<file path="src/rtl/examen_job_arbiter.sv">
// Round-robin front end that shares one start/x -> y/error compute engine
// between NUM_REQ requesters, with a per-job timeout.
// Ports:
//   clk, reset        rising-edge clock, synchronous active-low reset
//   req, req_x        per-requester request level and packed operand slots
//   grant, rsp_valid  one-hot single-cycle pulses to the winning requester
//   rsp_y, rsp_error, rsp_timeout  response payload, held until next response
//   busy              high whenever a job is in flight
//   eng_start, eng_x  launch pulse and operand towards the engine
//   eng_done, eng_y, eng_error     completion strobe and result from the engine
module examen_job_arbiter #(
  parameter int unsigned WORD_LENGTH    = 8,
  parameter int unsigned NUM_REQ        = 4,
  parameter int unsigned TIMEOUT_CYCLES = 255
) (
  input  logic                           clk,
  input  logic                           reset,
  input  logic [NUM_REQ-1:0]             req,
  input  logic [NUM_REQ*WORD_LENGTH-1:0] req_x,
  output logic [NUM_REQ-1:0]             grant,
  output logic [NUM_REQ-1:0]             rsp_valid,
  output logic [WORD_LENGTH-1:0]         rsp_y,
  output logic                           rsp_error,
  output logic                           rsp_timeout,
  output logic                           busy,
  output logic                           eng_start,
  output logic [WORD_LENGTH-1:0]         eng_x,
  input  logic                           eng_done,
  input  logic [WORD_LENGTH-1:0]         eng_y,
  input  logic                           eng_error
);

  localparam int unsigned IDX_W = (NUM_REQ > 1) ? $clog2(NUM_REQ) : 1;
  localparam int unsigned CNT_W = (TIMEOUT_CYCLES > 1) ? $clog2(TIMEOUT_CYCLES) : 1;

  typedef enum logic [1:0] {
    S_IDLE   = 2'd0,
    S_LAUNCH = 2'd1,
    S_WAIT   = 2'd2,
    S_RESP   = 2'd3
  } state_t;

  state_t                 state, state_d;
  logic [IDX_W-1:0]       sel, sel_d;
  logic [IDX_W-1:0]       last, last_d;
  logic [CNT_W-1:0]       cnt, cnt_d;
  logic [WORD_LENGTH-1:0] eng_x_d;
  logic [NUM_REQ-1:0]     grant_d, rsp_valid_d;
  logic [WORD_LENGTH-1:0] rsp_y_d;
  logic                   rsp_error_d, rsp_timeout_d, eng_start_d, busy_d;

  logic [WORD_LENGTH-1:0] slot_x [NUM_REQ];
  logic [IDX_W-1:0]       winner, scan_idx;
  logic                   found;

  // Unpack the operand bus into per-requester slots
  for (genvar i = 0; i < NUM_REQ; i++) begin : g_slot
    assign slot_x[i] = req_x[i*WORD_LENGTH +: WORD_LENGTH];
  end

  // Round-robin pick: first requester after the last served one, wrapping
  always_comb begin
    winner   = '0;
    scan_idx = '0;
    found    = 1'b0;
    for (int unsigned k = 1; k <= NUM_REQ; k++) begin
      scan_idx = IDX_W'((32'(last) + k) % NUM_REQ);
      if (!found && req[scan_idx]) begin
        winner = scan_idx;
        found  = 1'b1;
      end
    end
  end

  // Next state and next value of every registered output
  always_comb begin
    state_d       = state;
    sel_d         = sel;
    last_d        = last;
    cnt_d         = cnt;
    eng_x_d       = eng_x;
    grant_d       = '0;
    rsp_valid_d   = '0;
    eng_start_d   = 1'b0;
    rsp_y_d       = rsp_y;
    rsp_error_d   = rsp_error;
    rsp_timeout_d = rsp_timeout;

    unique case (state)
      S_IDLE: begin
        if (found) begin
          state_d     = S_LAUNCH;
          sel_d       = winner;
          eng_x_d     = slot_x[winner];
          grant_d     = NUM_REQ'(1) << winner;
          eng_start_d = 1'b1;
        end
      end
      S_LAUNCH: begin
        cnt_d   = '0;
        state_d = S_WAIT;
      end
      S_WAIT: begin
        // Completion takes priority over a simultaneous timeout expiry
        if (eng_done) begin
          rsp_y_d       = eng_y;
          rsp_error_d   = eng_error;
          rsp_timeout_d = 1'b0;
          rsp_valid_d   = NUM_REQ'(1) << sel;
          state_d       = S_RESP;
        end else if (cnt == CNT_W'(TIMEOUT_CYCLES - 1)) begin
          rsp_y_d       = '0;
          rsp_error_d   = 1'b1;
          rsp_timeout_d = 1'b1;
          rsp_valid_d   = NUM_REQ'(1) << sel;
          state_d       = S_RESP;
        end else begin
          cnt_d = cnt + CNT_W'(1);
        end
      end
      S_RESP: begin
        last_d  = sel;
        state_d = S_IDLE;
      end
      default: state_d = S_IDLE;
    endcase

    busy_d = (state_d != S_IDLE);
  end

  // State and output registers
  always_ff @(posedge clk) begin
    if (!reset) begin
      state       <= S_IDLE;
      sel         <= '0;
      last        <= IDX_W'(NUM_REQ - 1);
      cnt         <= '0;
      eng_x       <= '0;
      grant       <= '0;
      rsp_valid   <= '0;
      eng_start   <= 1'b0;
      rsp_y       <= '0;
      rsp_error   <= 1'b0;
      rsp_timeout <= 1'b0;
      busy        <= 1'b0;
    end else begin
      state       <= state_d;
      sel         <= sel_d;
      last        <= last_d;
      cnt         <= cnt_d;
      eng_x       <= eng_x_d;
      grant       <= grant_d;
      rsp_valid   <= rsp_valid_d;
      eng_start   <= eng_start_d;
      rsp_y       <= rsp_y_d;
      rsp_error   <= rsp_error_d;
      rsp_timeout <= rsp_timeout_d;
      busy        <= busy_d;
    end
  end

endmodule
</file>
<file path="config.mk">
export PLATFORM = sky130hd
export DESIGN_NAME = examen_job_arbiter
export DESIGN_NICKNAME = d
export VERILOG_FILES = /design/src/rtl/examen_job_arbiter.sv
export SDC_FILE = /design/constraint.sdc
export NUM_CORES = 1
export LEC_CHECK = 0
export BUFFER_PORTS_ARGS = -buffer_cell sky130_fd_sc_hd__buf_4
export CAP_MARGIN = 15
export CORE_ASPECT_RATIO = 0.6
export CORE_UTILIZATION = 23
export CTS_CLUSTER_SIZE = 28
export DETAILED_ROUTE_END_ITERATION = 10
export PLACE_DENSITY = 0.52
export SLEW_MARGIN = 40
export SYNTH_ARGS = -nofsm -noshare
export SYNTH_HDL_FRONTEND = slang
export SYNTH_SLANG_ARGS = --single-unit
</file>
<file path="constraint.sdc">
create_clock -name clk -period 5.1 [get_ports clk]
set_input_delay 1.53 -clock clk [delete_from_list [all_inputs] [get_ports clk]]
set_output_delay 1.53 -clock clk [all_outputs]
set_load 0.1 [all_outputs]
</file>
==> summary.txt <==
Routing
  – Antenna-violating nets left: 0
  – Violation count after the first detailed-route iteration: 68
  – Final routed DRC violation total: 0
  – Number of vias in the routed layout: 1763
  – Drt total wl: 5.273 mm
  – Drt wl/cell: 13.35 um
  – Count of TritonRoute iterations in the first routing pass: 4
  – Via density per instance: 4.463

Synth
  – Netlist Area Pre-Place: 2033 um2
  – Number of storage elements in the synthesis netlist: 42
  – Top area cells in the synthesized netlist: dfxtp_1 (41%), nand3_1 (6.6%), mux2i_1 (4.9%)
  – Syn_area_per_cell: 9.591 um2
  – Most frequent cell after synthesis: dfxtp_1
  – Ys async rst share: 0%
  – Largest area contributor in the synthesized netlist: dfxtp_1
  – Post-synthesis cell type count: 49
  – EDFF count, synth: 0
  – Total nets after synthesis: approximately 260
  – Number of synthesis warnings: 0
  – Main flop type after synthesis: dfxtp_1
  – Register area share after synthesis: between 40% and 50%
  – Yosys top cell area share: approximately 41%
  – Commonest cells in the netlist: dfxtp_1 (42), nand3_1 (27), nor2_1 (14), nor2b_1 (14)
  – Number of standard cells after synthesis: between 200 and 250

Finish
  – Fraction of final layout cells sized beyond drive strength 1: 36.75%
  – Area growth from synthesis to layout: 38.34%
  – Post-Layout Inst Area: between 2000 and 3000 um2
  – Filler cell count in the final layout: a little under 900
  – Final net count: 332
  – Number of antenna repair diodes: 0

STA
  – Number of failing hold endpoints at the final stage: 0
  – Max Clock Freq: 354.1 MHz
  – RSZ-0062 raised after global routing: false
  – Count of pins over their slew limit: 0
  – Slew @ Worst Pin: 0.6927 ns
  – Tcrit/Tclk final: a little under three fifths
  – Final setup vio count: 0
  – Final hold slack: ~0.47 ns
  – Normalized max-slew margin: 53.64%
  – Worst clock skew on the final layout: 0.004309 ns
  – Min Clock Period, post-route: about 2.8 ns
  – Setup TNS Final: 0 ns

Setup path
  – Maximum fanout encountered on the critical timing path: 31
  – Buffer and inverter count on the worst path: 1
  – Endpoint kind of the worst setup timing path: flip-flop
  – Setup Crit Path Kind: in -> reg
  – Cell type of the slowest stage on the worst timing path: and3b_1
  – R2R depth: 7
  – Cell family contributing the most delay on the critical path: simple AND/OR/NAND/NOR gates
  – Worst r2r dst: cnt[7]$_SDFFE_PN0P_
  – Critical path startpoint category: input pin
  – Register-to-register path setup slack: 3.19 ns
  – Worst path cell trace: buf_4 -> and3b_1 -> nand2_1 -> o211ai_1
  – Required time worst endpoint: 5.30 ns
  – Arr. time, crit path: 3.03 ns
  – Peak per-stage delay on the critical path: approximately 0.66 ns
  – Source of the worst register-to-register timing path: cnt[0]$_SDFFE_PN0P_

GRT
  – Global routing usage summed across all routing layers: 11.63%
  – Total gr overflow: 0
  – Initial antenna violation count: 0
  – Pin count of the biggest net entering global routing: 32
  – Number of global-route vias before repair: approximately 1700
  – Wire length of the first global-routing pass: 8.197 mm

Clock network
  – Worst-Skew Late Latency: 0.28 ns
  – TritonCTS sink count: 42
  – Maximum clock path buffer count: 2
  – Post-CTS setup buffers: 0
  – Count of hold buffers inserted by post-cts repair: 0
  – Total of cells resized after clock tree synthesis: 0
  – CTS clock-pin slew for the worst setup and hold paths: 0.06 ns
  – Number of CTS-inserted buffers: 5
  – TritonCTS clock tree: done
  – CTS H-tree depth: 2
  – Clock Root Buffer: clkbuf_16

Die
  – Die X: 123.4 um
  – Area of the placeable core: between 8000 and 9000 um2
  – Overall die height: 74.83 um
  – Initial cell density of the core: around a quarter
  – Number of ports placed on the die boundary: 76
  – Full die area: 9233 um2
  – Rows: 26

Place
  – Detailed-placement wirelength estimate: 3.918 mm
  – RD Place Congestion: 0.7356
  – Port Buf Inserts: between 70 and 80
  – Placed cell area: 2665 um2

Job
  – Max-capacitance violation count: 0

Worst hold path
  – Hold path depth: 1
  – Source of the worst hold timing path: sel[1]$_SDFFE_PN0P_
  – Worst Hold Class: reg -> reg
  – Capture endpoint of the worst hold path: rsp_valid[1]$_SDFF_PN0_

Power
  – Ratio of total power to cell area: 352.5 nW/um2
  – Max VDD drop: roughly 0.13 mV
  – Leak pwr: 1.161 nW

Status
  – Outcome: finished clean
[worst max-delay path by stage]
stage	start	to	slack (ns)	cells after the start
2_1_floorplan	req[1]	eng_x[4]$_SDFFE_PN0P_	2.42	7
3_3_place_gp	req[2]	eng_x[3]$_SDFFE_PN0P_	1.76	6
3_5_place_dp	reset	eng_x[2]$_SDFFE_PN0P_	1.98	5
4_1_cts	reset	eng_x[1]$_SDFFE_PN0P_	2.26	4
5_1_grt	reset	eng_x[1]$_SDFFE_PN0P_	2.14	4
6_report	reset	eng_x[1]$_SDFFE_PN0P_	2.28	4
[worst reg2reg max path: cells and delay by family, from the launching register on]
family | cells | cell delay, ns
flip-flops | 1 | 0.38
adder cells (fa/ha/maj) | 1 | 0.20
AND/OR/NAND/NOR | 2 | 0.52
AO/OA/AOI/OAI | 3 | 0.64
buffers and inverters | 1 | 0.09
[layer usage]
metal,vias to the layer above,global-route usage [%],wire (um)
met4,0,4.819,78
met1,801,16.24,2724
met3,7,3.864,419
li1,898,-,-
met5,-,0,0
met2,57,16.33,2051
[logic make-up (layout without fill, tap and decap cells)]
family                   after synthesis  count (layout)  share of synthesized area, %
buffers and inverters                 15              86                         4.430
multiplexers                          18              18                         9.354
flip-flops                            42              42                         41.35
XOR/XNOR                               5               5                         2.154
AND/OR/NAND/NOR                       86              86                         23.63
AO/OA/AOI/OAI                         44              44                         17.85
adder cells (fa/ha/maj)                2               2                         1.231
[through the flow]
step	instances	util [%]	worst slack, ns	total power, W
after CTS	395	32.88	2.264	0.001003
final	395	32.88	2.276	0.0009915
after global placement	387	31.06	1.758	0.0006792
after floorplan	212	-	2.423	0.0006068
after detailed placement	387	31.15	1.982	0.0006820
after global routing	395	32.88	2.136	0.001033
[final cells by class]
type                       count  area, um2  share of cell area (%)
timing repair buffer          75      563.0                   20.02
clock inverter                 1      5.005                  0.1779
clock buffer                   7      142.6                   5.071
sequential                    42      840.8                   29.89
tap                          112      140.1                   4.982
inverter                       3      11.26                  0.4004
multi-input combinational    155       1110                   39.46
[power breakdown]
group	internal, W	total [W]	switching [W]
Clock	0.000194	0.000318	0.000124
Sequential	0.000353	0.000372	0.0000195
Combinational	0.0000875	0.000302	0.000214
Total	0.000634	0.000992	0.000357
[cell usage in the layout, fill, tap and decap left out, types with 5 or more instances in the layout]
cell type / Yosys / final
buf_4: 4 / 75
nand3_1: 27 / 27
dfxtp_1: 42 / 42
xor2_1: 5 / 5
o211ai_1: 10 / 10
nand2_1: 8 / 8
a22oi_1: 8 / 8
nor2b_1: 14 / 14
nor2_1: 14 / 14
mux2_2: 8 / 8
clkbuf_16: 0 / 5
mux2i_1: 10 / 10
[state kept, by name, indices dropped and copies added (netlist names)]
| register | cells |
|---|---|
| rsp_y | 8 |
| state | 2 |
| busy | 1 |
| cnt | 8 |
| rsp_timeout | 1 |
| rsp_error | 1 |
| eng_x | 8 |
| sel | 2 |
| rsp_valid | 4 |
| grant | 4 |
| last | 2 |
| eng_start | 1 |
Note: power is estimated with default switching activity, not from simulation.
